File: src/rtl/mode_sequencer.sv
// Operating-mode sequencer: advances the mode on button edges, aligned to POP cycle boundaries.
// Optional laser-tuning override is compiled in with `define LASER_TUNING_EN.
module mode_sequencer #(
  parameter int NUM_STATES    = 7,
  parameter int CYCLE_TIMEOUT = 50000
) (
  input  logic       clk_2M5,
  input  logic       rst_n,
  input  logic       mode_button,
  input  logic       laser_tuning,
  input  logic       cycle_start,
  output logic [2:0] state,
  output logic       mode_change,
  output logic       tuning_ack
);

  localparam int CW = $clog2(CYCLE_TIMEOUT + 1);
  localparam logic [2:0] LAST = 3'(NUM_STATES - 1);
  localparam logic [CW-1:0] CNT_END = CW'(CYCLE_TIMEOUT - 1);

`ifdef LASER_TUNING_EN
  typedef enum logic [1:0] {
    RUN, WAIT, TUNE_WAIT, TUNE
  } ctl_e;
`else
  typedef enum logic [1:0] {
    RUN, WAIT
  } ctl_e;
`endif

  ctl_e          ctl_q, ctl_d;
  logic [2:0]    state_q, state_d;
  logic          chg_q, chg_d;
  logic          pend_q, pend_d;
  logic [CW-1:0] cnt_q, cnt_d;
  logic          btn_q;

  logic       btn_edge;
  logic [2:0] nxt;
  logic       pop;
  logic       boundary;

`ifdef LASER_TUNING_EN
  logic       ack_q, ack_d;
  logic [2:0] saved_q, saved_d;
  logic       tune_s1_q, tune_s2_q, tune_q;
  logic       tune_rise, tune_fall;

  assign tune_rise = tune_s2_q & ~tune_q;
  assign tune_fall = ~tune_s2_q & tune_q;
`else
  logic unused_tune;
  assign unused_tune = laser_tuning;
`endif

  assign btn_edge = mode_button & ~btn_q;
  assign nxt      = (state_q == LAST) ? 3'd0 : state_q + 3'd1;
  // Modes 1 and 6 drive POP cycles, so they may only change on a boundary
  assign pop      = (state_q == 3'd1) || (state_q == 3'd6);
  assign boundary = cycle_start || (cnt_q == CNT_END);

  always_comb begin
    ctl_d   = ctl_q;
    state_d = state_q;
    chg_d   = 1'b0;
    pend_d  = pend_q | btn_edge;
    cnt_d   = cnt_q;
`ifdef LASER_TUNING_EN
    ack_d   = ack_q;
    saved_d = saved_q;
`endif
    unique case (ctl_q)
      RUN: begin
        if (pend_q) begin
          if (!pop) begin
            state_d = nxt;
            chg_d   = (nxt != state_q);
            pend_d  = 1'b0;
          end else begin
            ctl_d = WAIT;
            cnt_d = '0;
          end
        end
      end
      WAIT: begin
        if (boundary) begin
          state_d = nxt;
          chg_d   = (nxt != state_q);
          pend_d  = 1'b0;
          ctl_d   = RUN;
        end else begin
          cnt_d = cnt_q + CW'(1);
        end
      end
`ifdef LASER_TUNING_EN
      TUNE_WAIT: begin
        pend_d = 1'b0;
        if (tune_fall) begin
          ctl_d = RUN;
        end else if (!pop || boundary) begin
          state_d = 3'd0;
          chg_d   = (state_q != 3'd0);
          ack_d   = 1'b1;
          ctl_d   = TUNE;
        end else begin
          cnt_d = cnt_q + CW'(1);
        end
      end
      TUNE: begin
        pend_d = 1'b0;
        if (tune_fall) begin
          state_d = saved_q;
          chg_d   = (saved_q != state_q);
          ack_d   = 1'b0;
          ctl_d   = RUN;
        end
      end
`endif
      default: ctl_d = RUN;
    endcase
`ifdef LASER_TUNING_EN
    // Tuning request overrides any button commit in the same cycle
    if (tune_rise && (ctl_q == RUN || ctl_q == WAIT)) begin
      saved_d = state_q;
      state_d = state_q;
      chg_d   = 1'b0;
      pend_d  = 1'b0;
      cnt_d   = '0;
      ctl_d   = TUNE_WAIT;
    end
`endif
  end

  always_ff @(posedge clk_2M5 or negedge rst_n) begin
    if (!rst_n) begin
      ctl_q   <= RUN;
      state_q <= 3'd0;
      chg_q   <= 1'b0;
      pend_q  <= 1'b0;
      cnt_q   <= '0;
      btn_q   <= 1'b0;
    end else begin
      ctl_q   <= ctl_d;
      state_q <= state_d;
      chg_q   <= chg_d;
      pend_q  <= pend_d;
      cnt_q   <= cnt_d;
      btn_q   <= mode_button;
    end
  end

`ifdef LASER_TUNING_EN
  always_ff @(posedge clk_2M5 or negedge rst_n) begin
    if (!rst_n) begin
      ack_q     <= 1'b0;
      saved_q   <= 3'd0;
      tune_s1_q <= 1'b0;
      tune_s2_q <= 1'b0;
      tune_q    <= 1'b0;
    end else begin
      ack_q     <= ack_d;
      saved_q   <= saved_d;
      tune_s1_q <= laser_tuning;
      tune_s2_q <= tune_s1_q;
      tune_q    <= tune_s2_q;
    end
  end

  assign tuning_ack = ack_q;
`else
  assign tuning_ack = 1'b0;
`endif

  assign state       = state_q;
  assign mode_change = chg_q;

endmodule

File: config.mk
export PLATFORM = sky130hd
export DESIGN_NAME = mode_sequencer
export DESIGN_NICKNAME = d
export VERILOG_FILES = /design/src/rtl/mode_sequencer.sv
export SDC_FILE = /design/constraint.sdc
export NUM_CORES = 1
export LEC_CHECK = 0
export ABC_AREA = 1
export CAP_MARGIN = 20
export CORE_ASPECT_RATIO = 0.9
export CORE_MARGIN = 2
export CORE_UTILIZATION = 62
export CTS_CLUSTER_SIZE = 40
export DETAILED_ROUTE_END_ITERATION = 6
export GPL_TIMING_DRIVEN = 0
export PLACE_DENSITY_LB_ADDON = 0.08
export SLEW_MARGIN = 10
export SYNTH_ARGS = -nofsm -noshare
export SYNTH_HDL_FRONTEND = slang
export SYNTH_SLANG_ARGS = --single-unit
File: constraint.sdc
create_clock -name clk_2M5 -period 4.36 [get_ports clk_2M5]
set_input_delay 0.872 -clock clk_2M5 [delete_from_list [all_inputs] [get_ports clk_2M5]]
set_output_delay 0.872 -clock clk_2M5 [all_outputs]
set_load 0.01 [all_outputs]
==> flow_summary_export.csv <==
group,metric,value,unit
clocking,worstSkewPairLatency,0.32,ns
clocking,cts.clk_slew.worst_paths,0.13,ns
clocking,cts-root-buf,"clkbuf_4",
synth,ys_ff_latch,23,
synth,ys_seq_area_share,41.6,%
clocking,htree_levels,1,
routing,first_iter_violations,36,
routing,post_drt_wl_per_cell,12.3,um
finish,final_cells,237,
sta,setup_tns,0,ns
sta,fin_crit_sh,50.9,%
synth,ys.flop_type,"dfrtp_1",
clocking,cts_num_sinks,23,
sta,hold_violations,0,
clocking,cts_max_path_buffers,2,
global_route,overflow,0,
worst_setup_path,crit_required,3.49,ns
power,irDropWorstVdd,0.465,mV
synth,syn_nets,205,
synth,syn_area_per_cell,6.96,um^2
finish,drive_above_1_share,9.52,%
sta,fmax,0.451,GHz
worst_setup_path,cp-endpoint,"state[2]",
hold_path,hold_class,"in -> async",
sta,tightest_slew,0.515,ns
finish,n_fill_cell,178,
routing,via_count,1283,
worst_setup_path,end_kind,"output port",
sta,slew_viol_final,0,
floorplanning,coreArea,2140,um^2
synth,async_flop_share,100,%
floorplanning,dieArea,2630,um^2
clocking,cts_tree,"built",
place,dp.cells,233,
worst_setup_path,crit_path_max_incr_delay,0.57,ns
worst_setup_path,r2r_end,"cnt_q[5]",
place,io_buffers,7,
worst_setup_path,crit_type,"reg -> out",
finish,stdcell_area,1510,um^2
worst_setup_path,worstPathArrival,1.35,ns
synth,syn_area,1390,um^2
floorplanning,fp.dieW,53.8,um
synth,ys_types,24,
sta,slew-limit-headroom,65.6,%
sta,setup_viol,0,
synth,synth_edf_count,0,
floorplanning,initial_utilization,64.7,%
sta,final.min_clock_period,2.22,ns
worst_setup_path,cp_num_buf_inv,1,
finish,syn_to_final_growth,9.12,%
clocking,cts_resized,0,
worst_setup_path,crit_start,"state[2]",
sta,setup_slack,2.14,ns
routing,ant_nets,0,
power,powerDensity,425,nW/um^2
routing,via_per_inst,5.41,
sta,rsz0062_at_grt,"false",
floorplanning,num_io_pins,10,
place,pre_cts_ws,2.19,ns
place,gp_congestion,0.851,
place,place_area,1490,um^2
job,drv_cap,0,
worst_setup_path,rrSetupSlack,2.76,ns
worst_setup_path,crit_path_top_delay_cell,"clkdlybuf4s50_1",
power,finalPower,643,uW
sta,hold_ws,0.505,ns
finish,insertedDiodeCount,0,
global_route,antenna_found_initial,0,
sta,fin_worst_skew,0.00229,ns
global_route,grt_use_total,25.3,%
synth,synthCells,199,
clocking,cts_hold_buf,0,
floorplanning,die_y,48.8,um
global_route,grt_pass1_vias,1084,
routing,first_pass_iters,4,
worst_setup_path,cpLargestDelayFamily,"buffers and inverters",
global_route,grt_max_degree,24,
worst_setup_path,crit_chain,"clkdlybuf4s50_1",
routing,routed_wl,2910,um
worst_setup_path,crit_cells,1,
power,p_leak,0.760,nW
synth,ys_warn_count,0,
routing,drcViolationCount,0,
worst_setup_path,crit_fanout,6,
floorplanning,rows,16,
clocking,cts_made_buffers,3,
finish,utilization,70.6,%
place,dp_hpwl,2120,um
run_status,status,"complete, no violations",
worst_setup_path,r2r-start,"cnt_q[0]",
global_route,grt_pass1_wl,4760,um
worst_setup_path,cp-start-kind,"flip-flop",
finish,final_nets,217,
clocking,post-cts-setup-buffers,0,
worst_setup_path,ff2ff_path_depth,8,
-- registers in the layout, indices dropped and copies added, names as in the netlist --
| register | flops |
|---|---|
| cnt_q | 16 |
| state | 3 |
| btn_q | 1 |
| ctl_q | 1 |
| mode_change | 1 |
| pend_q | 1 |
-- area by class of cell --
type | instances | area (um^2) | share of cell area [%]
inverter | 21 | 78.8 | 5.22
timing repair buffer | 7 | 65.1 | 4.30
sequential | 23 | 576 | 38.1
buffer | 4 | 31.3 | 2.07
clock buffer | 3 | 22.5 | 1.49
clock inverter | 1 | 5.00 | 0.331
tap | 27 | 33.8 | 2.24
multi-input combinational | 151 | 699 | 46.3
-- routing by layer --
metal  routed length [um]  vias to the layer above  track usage (%)  part of all wire (%)
met5                    0                        -                0                     0
met4                   34                        0             7.69                   1.2
met3                  193                        4             3.99                   6.6
met2                 1470                       38             41.3                    50
met1                 1220                      600             34.1                    42
li1                     -                      641                -                     -
-- cell usage after synthesis (2+ instances only) --
| master | n | share of area, % |
|---|---|---|
| nor2_1 | 27 | 7.3 |
| nand4_1 | 4 | 1.8 |
| dfrtp_1 | 23 | 42 |
| inv_2 | 3 | 0.81 |
| o21ai_0 | 8 | 2.9 |
| o21ai_2 | 2 | 1.3 |
| nand2_1 | 72 | 20 |
| nand3_1 | 21 | 7.6 |
| nand2_2 | 2 | 0.90 |
| inv_1 | 18 | 4.9 |
| buf_4 | 2 | 1.1 |
| nand2_4 | 2 | 1.6 |
| xor2_1 | 4 | 2.5 |
-- kinds of logic (layout without fill, tap and decap cells) --
family          Yosys count  after routing  synth area share, %
simple gates            130            130                 40.1
buf+inv                  25             36                 7.95
flops                    23             23                 41.6
compound gates           14             14                 6.05
xor+xnor                  5              5                 3.16
fa+ha+maj                 1              1                0.903
other cells               1              1                0.271
-- power by group --
part	leakage (nW)	internal (mW)	switching, mW	total (mW)
clock network	0.0177	0.0344	0.0657	0.100
registers	0.308	0.251	0.0398	0.291
logic	0.434	0.0974	0.154	0.252
total	0.760	0.383	0.260	0.643
-- cell usage in the layout, fill, tap and decap left out --
master,count
a21oi_1,1
clkdlybuf4s50_1,6
clkinv_2,1
buf_4,2
clkbuf_4,3
o21ai_2,2
nand3b_1,1
nand2_2,2
buf_6,1
nor2_1,27
ha_1,1
a21oi_2,1
nand4_1,4
xor2_1,4
conb_1,1
nand2_4,2
o21ai_1,1
nand3_1,21
inv_2,3
nor2_4,1
dfrtp_1,23
inv_1,18
o21bai_1,1
xnor2_1,1
buf_2,2
o21ai_0,8
nand2_1,72
-- worst min-delay path by stage --
stage                endpoint  slack, ns  cells after the start
finish              cnt_q[15]       0.51                      1
global placement    cnt_q[15]       0.49                      2
CTS                 cnt_q[15]       0.53                      2
floorplan           cnt_q[15]       0.46                      2
detailed placement  cnt_q[15]       0.50                      2
global route        cnt_q[13]       0.55                      1
Note: power is estimated with default switching activity, not from simulation.
